## src/rtl/uart_pkg.sv

```systemverilog
// Shared types and constants for the robot serial link receive path.
package uart_pkg;

  typedef enum logic [1:0] {
    IDLE,
    START,
    DATA,
    STOP
  } rx_state_e;

  localparam logic [7:0] ASCII_LF = 8'h0A;

  // Integer division on purpose: the small baud error is absorbed by mid-bit sampling.
  function automatic int clks_per_bit(input int clk_freq, input int baud);
    return clk_freq / baud;
  endfunction

endpackage

```

## src/rtl/uart_rx_fifo.sv

```systemverilog
// Generic first-word-fall-through FIFO; a pop on a full FIFO frees room for a same-cycle push.
module uart_rx_fifo
  import uart_pkg::*;
#(
  parameter int WIDTH = 8,
  parameter int DEPTH = 16
) (
  input  logic             clk,
  input  logic             rst,
  input  logic             push_i,
  input  logic [WIDTH-1:0] push_data_i,
  output logic             full_o,
  input  logic             pop_i,
  output logic [WIDTH-1:0] pop_data_o,
  output logic             empty_o
);

  localparam int PTR_W = $clog2(DEPTH);
  localparam int CNT_W = PTR_W + 1;

  logic [WIDTH-1:0] mem_q [DEPTH];
  logic [PTR_W-1:0] wr_ptr_q, rd_ptr_q;
  logic [CNT_W-1:0] count_q;
  logic             do_push, do_pop;

  assign full_o     = (count_q == CNT_W'(DEPTH));
  assign empty_o    = (count_q == '0);
  assign do_pop     = pop_i & ~empty_o;
  assign do_push    = push_i & (~full_o | do_pop);
  assign pop_data_o = empty_o ? '0 : mem_q[rd_ptr_q];

  // Pointers wrap naturally because DEPTH is a power of two.
  always_ff @(posedge clk or posedge rst) begin
    if (rst) begin
      wr_ptr_q <= '0;
      rd_ptr_q <= '0;
      count_q  <= '0;
    end else begin
      if (do_push) wr_ptr_q <= wr_ptr_q + PTR_W'(1);
      if (do_pop)  rd_ptr_q <= rd_ptr_q + PTR_W'(1);
      case ({do_push, do_pop})
        2'b10:   count_q <= count_q + CNT_W'(1);
        2'b01:   count_q <= count_q - CNT_W'(1);
        default: count_q <= count_q;
      endcase
    end
  end

  always_ff @(posedge clk) begin
    if (do_push) mem_q[wr_ptr_q] <= push_data_i;
  end

endmodule

```

## src/rtl/uart_json_rx.sv

```systemverilog
// 8N1 receiver for the robot serial link: mid-bit sampling into a FWFT byte FIFO with line-feed framing pulses.
module uart_json_rx
  import uart_pkg::*;
#(
  parameter int CLK_FREQ   = 50_000_000,
  parameter int BAUD       = 115200,
  parameter int FIFO_DEPTH = 16
) (
  input  logic       clk,
  input  logic       rst,
  input  logic       rx,
  output logic [7:0] m_data,
  output logic       m_valid,
  input  logic       m_ready,
  output logic       line_done,
  output logic       frame_err,
  output logic       overflow,
  output logic       busy
);

  localparam int CPB   = clks_per_bit(CLK_FREQ, BAUD);
  localparam int HALF  = CPB / 2;
  localparam int CNT_W = $clog2(CPB);

  rx_state_e        state_q;
  logic [CNT_W-1:0] cnt_q;
  logic [2:0]       bit_q;
  logic [7:0]       shift_q;
  logic             rx_meta_q, rx_s_q, rx_d_q;
  logic             push_q, line_done_q, frame_err_q, overflow_q;
  logic             fifo_full, fifo_empty, room;

  always_ff @(posedge clk or posedge rst) begin
    if (rst) begin
      rx_meta_q <= 1'b1;
      rx_s_q    <= 1'b1;
      rx_d_q    <= 1'b1;
    end else begin
      rx_meta_q <= rx;
      rx_s_q    <= rx_meta_q;
      rx_d_q    <= rx_s_q;
    end
  end

  // The push lands one cycle after the stop sample, so a pop seen now guarantees a slot then.
  assign room = ~fifo_full | (m_valid & m_ready);

  always_ff @(posedge clk or posedge rst) begin
    if (rst) begin
      state_q     <= IDLE;
      cnt_q       <= '0;
      bit_q       <= '0;
      shift_q     <= '0;
      push_q      <= 1'b0;
      line_done_q <= 1'b0;
      frame_err_q <= 1'b0;
      overflow_q  <= 1'b0;
    end else begin
      push_q      <= 1'b0;
      line_done_q <= 1'b0;
      frame_err_q <= 1'b0;
      overflow_q  <= 1'b0;
      case (state_q)
        IDLE: begin
          if (rx_d_q && !rx_s_q) begin
            state_q <= START;
            cnt_q   <= '0;
          end
        end
        START: begin
          if (cnt_q == CNT_W'(HALF - 1)) begin
            cnt_q <= '0;
            bit_q <= '0;
            state_q <= rx_s_q ? IDLE : DATA;
          end else begin
            cnt_q <= cnt_q + CNT_W'(1);
          end
        end
        DATA: begin
          if (cnt_q == CNT_W'(CPB - 1)) begin
            cnt_q   <= '0;
            shift_q <= {rx_s_q, shift_q[7:1]};
            bit_q   <= bit_q + 3'd1;
            if (bit_q == 3'd7) state_q <= STOP;
          end else begin
            cnt_q <= cnt_q + CNT_W'(1);
          end
        end
        STOP: begin
          if (cnt_q == CNT_W'(CPB - 1)) begin
            cnt_q   <= '0;
            state_q <= IDLE;
            if (!rx_s_q) begin
              frame_err_q <= 1'b1;
            end else if (room) begin
              push_q      <= 1'b1;
              line_done_q <= (shift_q == ASCII_LF);
            end else begin
              overflow_q <= 1'b1;
            end
          end else begin
            cnt_q <= cnt_q + CNT_W'(1);
          end
        end
        default: state_q <= IDLE;
      endcase
    end
  end

  uart_rx_fifo #(
    .WIDTH(8),
    .DEPTH(FIFO_DEPTH)
  ) u_fifo (
    .clk        (clk),
    .rst        (rst),
    .push_i     (push_q),
    .push_data_i(shift_q),
    .full_o     (fifo_full),
    .pop_i      (m_ready),
    .pop_data_o (m_data),
    .empty_o    (fifo_empty)
  );

  assign m_valid   = ~fifo_empty;
  assign line_done = line_done_q;
  assign frame_err = frame_err_q;
  assign overflow  = overflow_q;
  assign busy      = (state_q != IDLE);

endmodule
```

## config.mk

```make
export PLATFORM = sky130hd
export DESIGN_NAME = uart_json_rx
export DESIGN_NICKNAME = d
export VERILOG_FILES = /design/src/rtl/uart_pkg.sv /design/src/rtl/uart_rx_fifo.sv /design/src/rtl/uart_json_rx.sv
export SDC_FILE = /design/constraint.sdc
export NUM_CORES = 1
export LEC_CHECK = 0
export ABC_AREA = 1
export CORE_AREA = 2 2 140 142
export DETAILED_ROUTE_END_ITERATION = 10
export DIE_AREA = 0 0 142 144
export SYNTH_ARGS = -nofsm -noshare
export SYNTH_HDL_FRONTEND = slang
export SYNTH_HIERARCHICAL = 1
export SYNTH_SLANG_ARGS = --single-unit
```

## constraint.sdc

```tcl
create_clock -name clk -period 5.3 [get_ports clk]
set_input_delay 0.53 -clock clk [delete_from_list [all_inputs] [get_ports clk]]
set_output_delay 0.53 -clock clk [all_outputs]
set_load 0.01 [all_outputs]
```

After elaboration in Yosys (flattened, before gate mapping) --
Memory sizes are Yosys's and may differ from the RTL's. Cells that the tools add are included.
Storage, ports and cells: flip-flop bits (word level) 42, bits in writable memories 128, input port bits 4, memories kept 1
Cells by class: add/subtract/negate cells 6, equality and inequality tests 15, muxes and demuxes 33, bitwise operators 5, reductions and logical operators 11
Memories:
- u_fifo.mem_q | depth 16, bits a word 8, rd ports 1, clocked after Yosys merged registers in 0, wr ports 1, line uart_rx_fifo.sv:21 | logic [WIDTH-1:0] mem_q [DEPTH];
Operators with widths (number):
- $mux 9 | 3
- $pmux 9 s3 | 1
- $mux 1 | 17
- $mux 2 | 6
- $ne 2x2->1 const B | 5
- $pmux 5 s2 | 1
- $add 9x1->9 const B | 1
- $eq 9x8->1 const B | 1
- $eq 9x9->1 const B | 1
- $add 4x1->4 const B | 2
- $eq 8x4->1 const B | 1
- $mux 8 | 1
- $pmux 2 s4 | 1
- $eq 2x2->1 const B | 3
- $mux 3 | 2
- $pmux 3 s2 | 1
- $reduce_bool 2->1 | 3
- $add 5x1->5 const B | 1
- $eq 5x5->1 const B | 1
- $logic_not 5->1 | 1
- $reduce_and 5->1 | 1
- $sub 5x1->5 const B | 1
- $eq 2x1->1 const B | 2
- $add 3x1->3 const B | 1
- other kinds (10) | 12

Depth between registers and ports, before layout --
Gate-level depths: netlist of the first run.
depth in word-level cells 8, depth in mapped cells 14, gate-level depth less buffers 14

Modules after synthesis --
Netlist of the first run, hierarchy kept.
By module, submodules not included:
- uart_rx_fifo | times used 1, cells an instance 529, area an instance 6045.8 µm², seq. area each 4169.0 µm²
- uart_json_rx | times used 1, cells an instance 161, area an instance 1426.4 µm², seq. area each 729.4 µm²

Worst setup path after synthesis of the first run --
No wires, ideal clock.
path type reg-to-reg, start register u_fifo.count_q[1], end register u_fifo.count_q[4], library setup time 0.113 ns, arrival time 1.758 ns, path slack 3.429 ns, stages on the path, launching flop included 14, path buffers 0, cell sequence dfrtp_1 > nor2_1 > nand3_2 > nand2_4 > inv_2 > nand2_4 > inv_1 > ha_1 > a21oi_1 > nand3_1 > nand2_1 > nand3_1 > nand2_1 > inv_1
Between the ends: word-level cells in the longest chain between the ends 7
Ends and longest elaborated chain:
- start, declared | line uart_rx_fifo.sv:23 | logic [CNT_W-1:0] count_q;
- start signal, assigned | line uart_rx_fifo.sv:42 | 2'b10: count_q <= count_q + CNT_W'(1);
- start signal, assigned | line uart_rx_fifo.sv:43 | 2'b01: count_q <= count_q - CNT_W'(1);
- start signal, assigned | line uart_rx_fifo.sv:44 | default: count_q <= count_q;
- $logic_not 5->1 | line uart_rx_fifo.sv:27 | assign empty_o = (count_q == '0);
- $not 1->1 | line uart_rx_fifo.sv:28 | assign do_pop = pop_i & ~empty_o;
- $and 1x1->1 | line uart_rx_fifo.sv:28
- $or 1x1->1 | line uart_rx_fifo.sv:29 | assign do_push = push_i & (~full_o | do_pop);
- $and 1x1->1 | line uart_rx_fifo.sv:29
- $eq 2x1->1 or $eq 2x2->1 (tied branches) | line uart_rx_fifo.sv:41 | case ({do_push, do_pop})
- $pmux 5 s2 or $reduce_bool 2->1 (tied branches)
Several ways; a longest one is shown, not always the timed one. A chain may end at the register's enable or synchronous reset.

Final worst setup path of the first run --
start register u_fifo.rd_ptr_q[2], end output port m_data[0]
Between the ends: word-level cells in the longest chain between the ends 2
Ends and longest elaborated chain:
- start, declared | line uart_rx_fifo.sv:22 | logic [PTR_W-1:0] wr_ptr_q, rd_ptr_q;
- start signal, assigned | line uart_rx_fifo.sv:40 | if (do_pop) rd_ptr_q <= rd_ptr_q + PTR_W'(1);
- $mem_v2 16x8
- $mux 8 | line uart_rx_fifo.sv:30 | assign pop_data_o = empty_o ? '0 : mem_q[rd_ptr_q];
- end, declared | line uart_json_rx.sv:12 | output logic [7:0] m_data,
Every way passes these cells.

==> results.md, run 1 <==
- Outcome: finished clean
- Yosys reg bits: 170
- WL final: 16.7 mm
- Max Slew Vio Count: 0
- Register area share after synthesis: 65.6%
- CP startpoint kind: register
- I/O Buffers: 16
- Top_reg_cell synth: edfxtp_1
- MaxCap Viol Count: 0
- Final hold vios: 0
- Hold EP: rx_s_q
- RSZ-0062 raised after global routing: false
- Starting Density: 39.2%
- Die Wd: 142 µm
- Critical Path Start: u_fifo/rd_ptr_q[2]
- Initial DRC count: 414
- Number of remaining DRC errors: 0
- Routed wire length per instance: 17.6 µm
- Setup violators final: 0
- Largest net degree at the start of global routing: 67
- # resized after CTS: 0
- Worst hold path cell count: 0
- Setup Buffers After CTS: 0
- Fillers: 1789
- Clk_lat worst skew: between 400 and 500 ps
- Number of hold buffers added after cts: 0
- Share of cells above drive strength 1: 9.66%
- DP HPWL: 10.5 mm
- CP Class: register to output port
- Top cells by count, synth: nand2_1 (221), edfxtp_1 (128), nand3_1 (112)
- Max Fclk: 0.274 GHz
- Core box area: ~19000 µm²
- Setup Skew: about 10 ps
- Number of global-route vias before repair: 5009
- Avg Synthesized Cell Area: 10.8 µm²
- Synth unique cells: 37
- GRT Resource Usage Total: 17.5%
- PwrDens: 456 nW/µm²
- Critical Path End Type: output port
- Setup_tns: 0 ps
- Final non-filler cell area: just over 8000 µm²
- Post-synth top area share: 51.4%
- CP Cell Sequence: clkinv_1 > nand3_1 > nand2_1 > nand2_1 > a21oi_1 > clkdlybuf4s50_1
- Global placement routability congestion: 0.811
- # IOs: 17
- Final layout net count: 719
- Grt ovf: 0
- Synth warn: 6
- Critical-path maximum fanout: 18
- Most frequent cell after synthesis: nand2_1
- Most frequent CP cell: nand2_1
- H-tree Lvls: 4
- Final Power: 3.79 mW
- Top cells by area, synth: edfxtp_1 (51%), dfrtp_1 (13%), nand2_1 (11%), nand3_1 (7.5%), ha_1 (2.2%)
- Vias: 4949
- Inserted Clock Buffers: 17
- CTS sink cnt: 170
- First-pass GRT wire length: ~27 mm
- Synth area leader: edfxtp_1
- Critical path's slowest cell: dfrtp_1
- Placed Area: 7760 µm²
- Row cnt: 51
- Placed insts: 920
- Slew margin rel.: 19.7%
- Hold slack final: 357 ps
- Worst VDD drop: about 0.26 mV
- Synth Cell Area: 7470 µm²
- Post-synth EDFFs: 128
- Slowest stage delay, CP: 830 ps
- Leak Pwr: 3.41 nW
- Antenna violations before repair: 0
- Final Cycle Share: 68.8%
- Hold Path Class: register to register
- FF-to-FF setup slack: 3110 ps
- Min-delay src: rx_meta_q
- Worst slew pin tran: 1200 ps
- Reg2reg path depth: 6
- Pre-antenna DRT Iters: 6
- Worst-path clk slew: around 70 ps
- Non-filler cells, final: 952
- Final ANT Viol Nets: 0
- TritonCTS clock tree: done
- Cells after Synth: 690
- Worst EP arrival: ~3100 ps
- Async SR Flop Fraction: approximately 25%
- Number of diodes: 0
- Die Y: approximately 140 µm
- Syn Nets: roughly 710
- Max clock buf depth: 2
- Min Tclk post-route: 3650 ps
- RR Startpoint: u_fifo/count_q[0]
- Reg-to-reg endpoint: u_fifo/mem_q[8][0]
- Via density: about 5.2
- Die ar.: 20400 µm²
- Layout area overhead: 11.2%
- Root Buffer: clkbuf_16
- CP required: 4770 ps
-- flip-flops by register name, summed over array words and instances (netlist names), 3 cells and up, named ones only --
name and flops:
bit_q 3, cnt_q 9, shift_q 8, u_fifo/count_q 5, u_fifo/mem_q 128, u_fifo/rd_ptr_q 4
u_fifo/wr_ptr_q 4
-- worst max-delay path: cells and delay by family (launching register included) --
kind | cells | cell delay [ps]
AO/OA/AOI/OAI | 1 | 100
AND/OR/NAND/NOR | 3 | 500
buffers and inverters | 2 | 1260
flip-flops | 1 | 830
-- how the worst max path moves through the flow --
stage / end / slack, ps / cells past startpoint
final: m_data[0] / 1650 / 6
after global routing: m_data[4] / 1470 / 6
after CTS: m_data[0] / 1660 / 6
after detailed placement: m_data[0] / 2120 / 6
after global placement: m_data[0] / 2110 / 6
after floorplan: u_fifo/count_q[4] / 3430 / 13
-- per-layer routing --
metal	vias up	routed length (µm)	global-route usage, %
li1	2363	-	-
met1	2431	7580	23.0
met2	134	8000	29.0
met3	21	871	4.11
met4	0	263	5.32
met5	-	0	0
-- cell families after synthesis --
kind of cell               share of synthesized area, %
DFF                                                65.6
adders and majority gates                          2.44
xor gates and xnor gates                           1.51
and+or+nand+nor                                    22.9
buffers and inverters                              4.55
AOI/OAI and AO/OA                                  3.01
-- stage by stage --
step	worst slack [ps]	util, %
after floorplan	3430	-
after global placement	2110	40.7
after detailed placement	2120	40.7
after CTS	1660	43.6
after global routing	1470	43.6
final	1650	43.6
-- cells in the final DEF (no fill, tap or decap), types with 2 or more instances in the layout --
master,count
nand2_2,4
clkdlybuf4s50_1,16
dfstp_2,3
nand3_1,112
nor3_1,2
clkinvlp_4,5
clkinv_4,5
xor2_1,10
nand3_2,5
inv_2,7
buf_4,2
inv_8,2
ha_1,13
nand2_4,4
a21oi_1,15
clkinv_1,3
nand2_1,221
nand3b_1,2
nor2_2,2
edfxtp_1,128
inv_1,31
nand4_1,3
o21ai_2,5
nor2_1,30
clkbuf_16,17
o22ai_1,4
o21ai_0,12
dfrtp_1,38
-- cell type report --
cell class | count | area (µm²) | area share, %
clock inverter | 15 | 121 | 1.46
timing repair buffer | 18 | 175 | 2.11
inverter | 41 | 156 | 1.88
sequential | 170 | 4900 | 59.0
tap | 238 | 298 | 3.58
multi-input combinational | 453 | 2230 | 26.9
clock buffer | 17 | 425 | 5.12
-- report_power, final --
| part | leakage (nW) | switching, mW | internal (mW) |
|---|---|---|---|
| Combinational | 1.18 | 0.709 | 0.372 |
| Sequential | 1.98 | 0.0918 | 1.48 |
| Clock | 0.249 | 0.534 | 0.606 |
No activity file was read; power rests on OpenSTA's default activity.
==> inputs of run 2 (changes only) <==
- clock period: 5.3 -> 3.3 ns (I/O delays scaled with it)
==> run 2 against run 1 <==
Net effect: sequential share of layout area decreased by 0.90 points; die area unchanged; utilization grew 0.68 points; non-clock buffer count is 5 higher; hold slack worse by 50 ps; power increased by 68%; clock-buffer cell count grew 3; global-route usage decreased by 0.63 points.
==> results.md, run 2 (synthesized netlist as in run 1, its figures left out) <==
- Outcome: finished clean
- Max Slew Vio Count: 0
- Pre-antenna DRT Iters: 5
- Buf/Inv on CP: 3
- Number of diodes: 0
- Slew margin rel.: 28.6%
- CP Class: register to output port
- Initial DRC count: between 300 and 400
- MaxCap Viol Count: 0
- Root Buffer: clkbuf_16
- Routed wire length per instance: between 15 and 20 µm
- Final hold vios: 0
- First-pass GRT wire length: 26.0 mm
- I/O Buffers: 16
- Worst EP arrival: 2680 ps
- Final Cycle Share: roughly nine tenths
- Final ANT Viol Nets: 0
- Most frequent cells in the layout: nand2_1 (221), edfxtp_1 (128), nand3_1 (112), dfrtp_1 (38), inv_1 (31)
- TritonCTS clock tree: done
- FF/Latch Area: 4900 µm²
- WL final: around 16 mm
- Setup Skew: 11.6 ps
- Final layout net count: 724
- Clk_lat worst skew: between 400 and 500 ps
- Grt ovf: 0
- Row cnt: 51
- GRT Resource Usage Total: 16.9%
- CP Cell Sequence: inv_2 > buf_12 > nand2_1 > nand3_1 > nand3_1 > nand2_1 > nand2_1 > a21oi_1 > clkdlybuf4s50_1
- Worst VDD drop: 0.425 mV
- Top flop regs: u_fifo/mem_q x128, cnt_q x9, shift_q x8
- Most common cell after layout, fill and taps aside: nand2_1
- Die Wd: 142 µm
- Share of cells above drive strength 1: 10.0%
- RSZ-0062 raised after global routing: false
- Largest register FFs: between 100 and 150
- CP startpoint kind: register
- H-tree Lvls: 4
- Most frequent CP cell: nand2_1
- Max clock buf depth: 2
- Worst slew pin tran: 1070 ps
- Max Fclk: approximately 0.33 GHz
- CTS sink cnt: 170
- Setup Buffers After CTS: 0
- # IOs: 17
- Largest net degree at the start of global routing: 65
- CP required: 2970 ps
- Via density: 5.09
- Multi-input logic area: 2230 µm²
- Starting Density: 39.2%
- Fillers: roughly 1700
- Min Tclk post-route: 3010 ps
- Vias: just under 5000
- Hold slack final: 307 ps
- Number of remaining DRC errors: 0
- Global placement routability congestion: a little over 0.8
- PwrDens: 757 nW/µm²
- Setup violators final: 0
- CP delay by family, top: buffers and inverters
- Critical Path End Type: output port
- DP HPWL: 10.3 mm
- Die ar.: 20400 µm²
- Reg with most FFs: u_fifo/mem_q
- Setup_tns: 0 ps
- # resized after CTS: 0
- Layout area overhead: 12.9%
- Hold Path Class: input port to asynchronous set/reset pin
- Die Y: 144 µm
- Slowest stage delay, CP: 560 ps
- Core box area: roughly 19000 µm²
- Worst-path clk slew: about 60 ps
- Leak Pwr: 3.48 nW
- Critical path's slowest cell: clkdlybuf4s50_1
- Antenna violations before repair: 0
- Critical-path maximum fanout: 33
- Number of global-route vias before repair: 4938
- Inserted Clock Buffers: 17
- Number of hold buffers added after cts: 0
## run 2: metal layers
layer | track usage [%] | up-vias | part of all wire, % | wire (µm)
met1 | 21.8 | 2359 | 45 | 7290
li1 | - | 2371 | - | -
met3 | 4.01 | 10 | 5.0 | 807
met5 | 0 | - | 0 | 0
met2 | 28.6 | 127 | 49 | 7850
met4 | 4.63 | 0 | 0.83 | 134
## run 2: cell type report
cell class / count / area share, %
timing repair buffer: 23 / 2.67
inverter: 41 / 1.85
clock buffer: 20 / 5.17
multi-input combinational: 453 / 26.5
sequential: 170 / 58.1
clock inverter: 12 / 2.24
tap: 238 / 3.53
## run 2: per-stage QoR
stage	std cells	setup slack (ps)	instance area [µm²]	power (mW)	utilization (%)
floorplan	690	1430	7470	3.82	-
global placement	925	788	7810	4.27	40.9
detailed placement	925	758	7810	4.32	40.9
CTS	957	293	8440	6.43	44.2
global route	957	82.3	8440	6.74	44.2
finish	957	290	8440	6.38	44.2
## run 2: path summary, 6_finish.rpt
path,from,to,cells past startpoint,slack [ps]
worst min register to register,rx_meta_q,rx_s_q,0,360
worst min-delay path,rst,u_fifo/rd_ptr_q[3],2,310
max in group asynchronous,rst,rx_meta_q,3,2040
worst max-delay path,u_fifo/rd_ptr_q[0],m_data[7],9,290
worst max register to register,u_fifo/count_q[1],u_fifo/mem_q[10][6],6,1170
min in group clk,rx,rx_meta_q,1,310
## run 2: where the power goes
part / internal [mW] / switching [mW]
sequential: 2.38 / 0.108
clock: 1.28 / 0.824
combinational: 0.642 / 1.16
total: 4.30 / 2.09
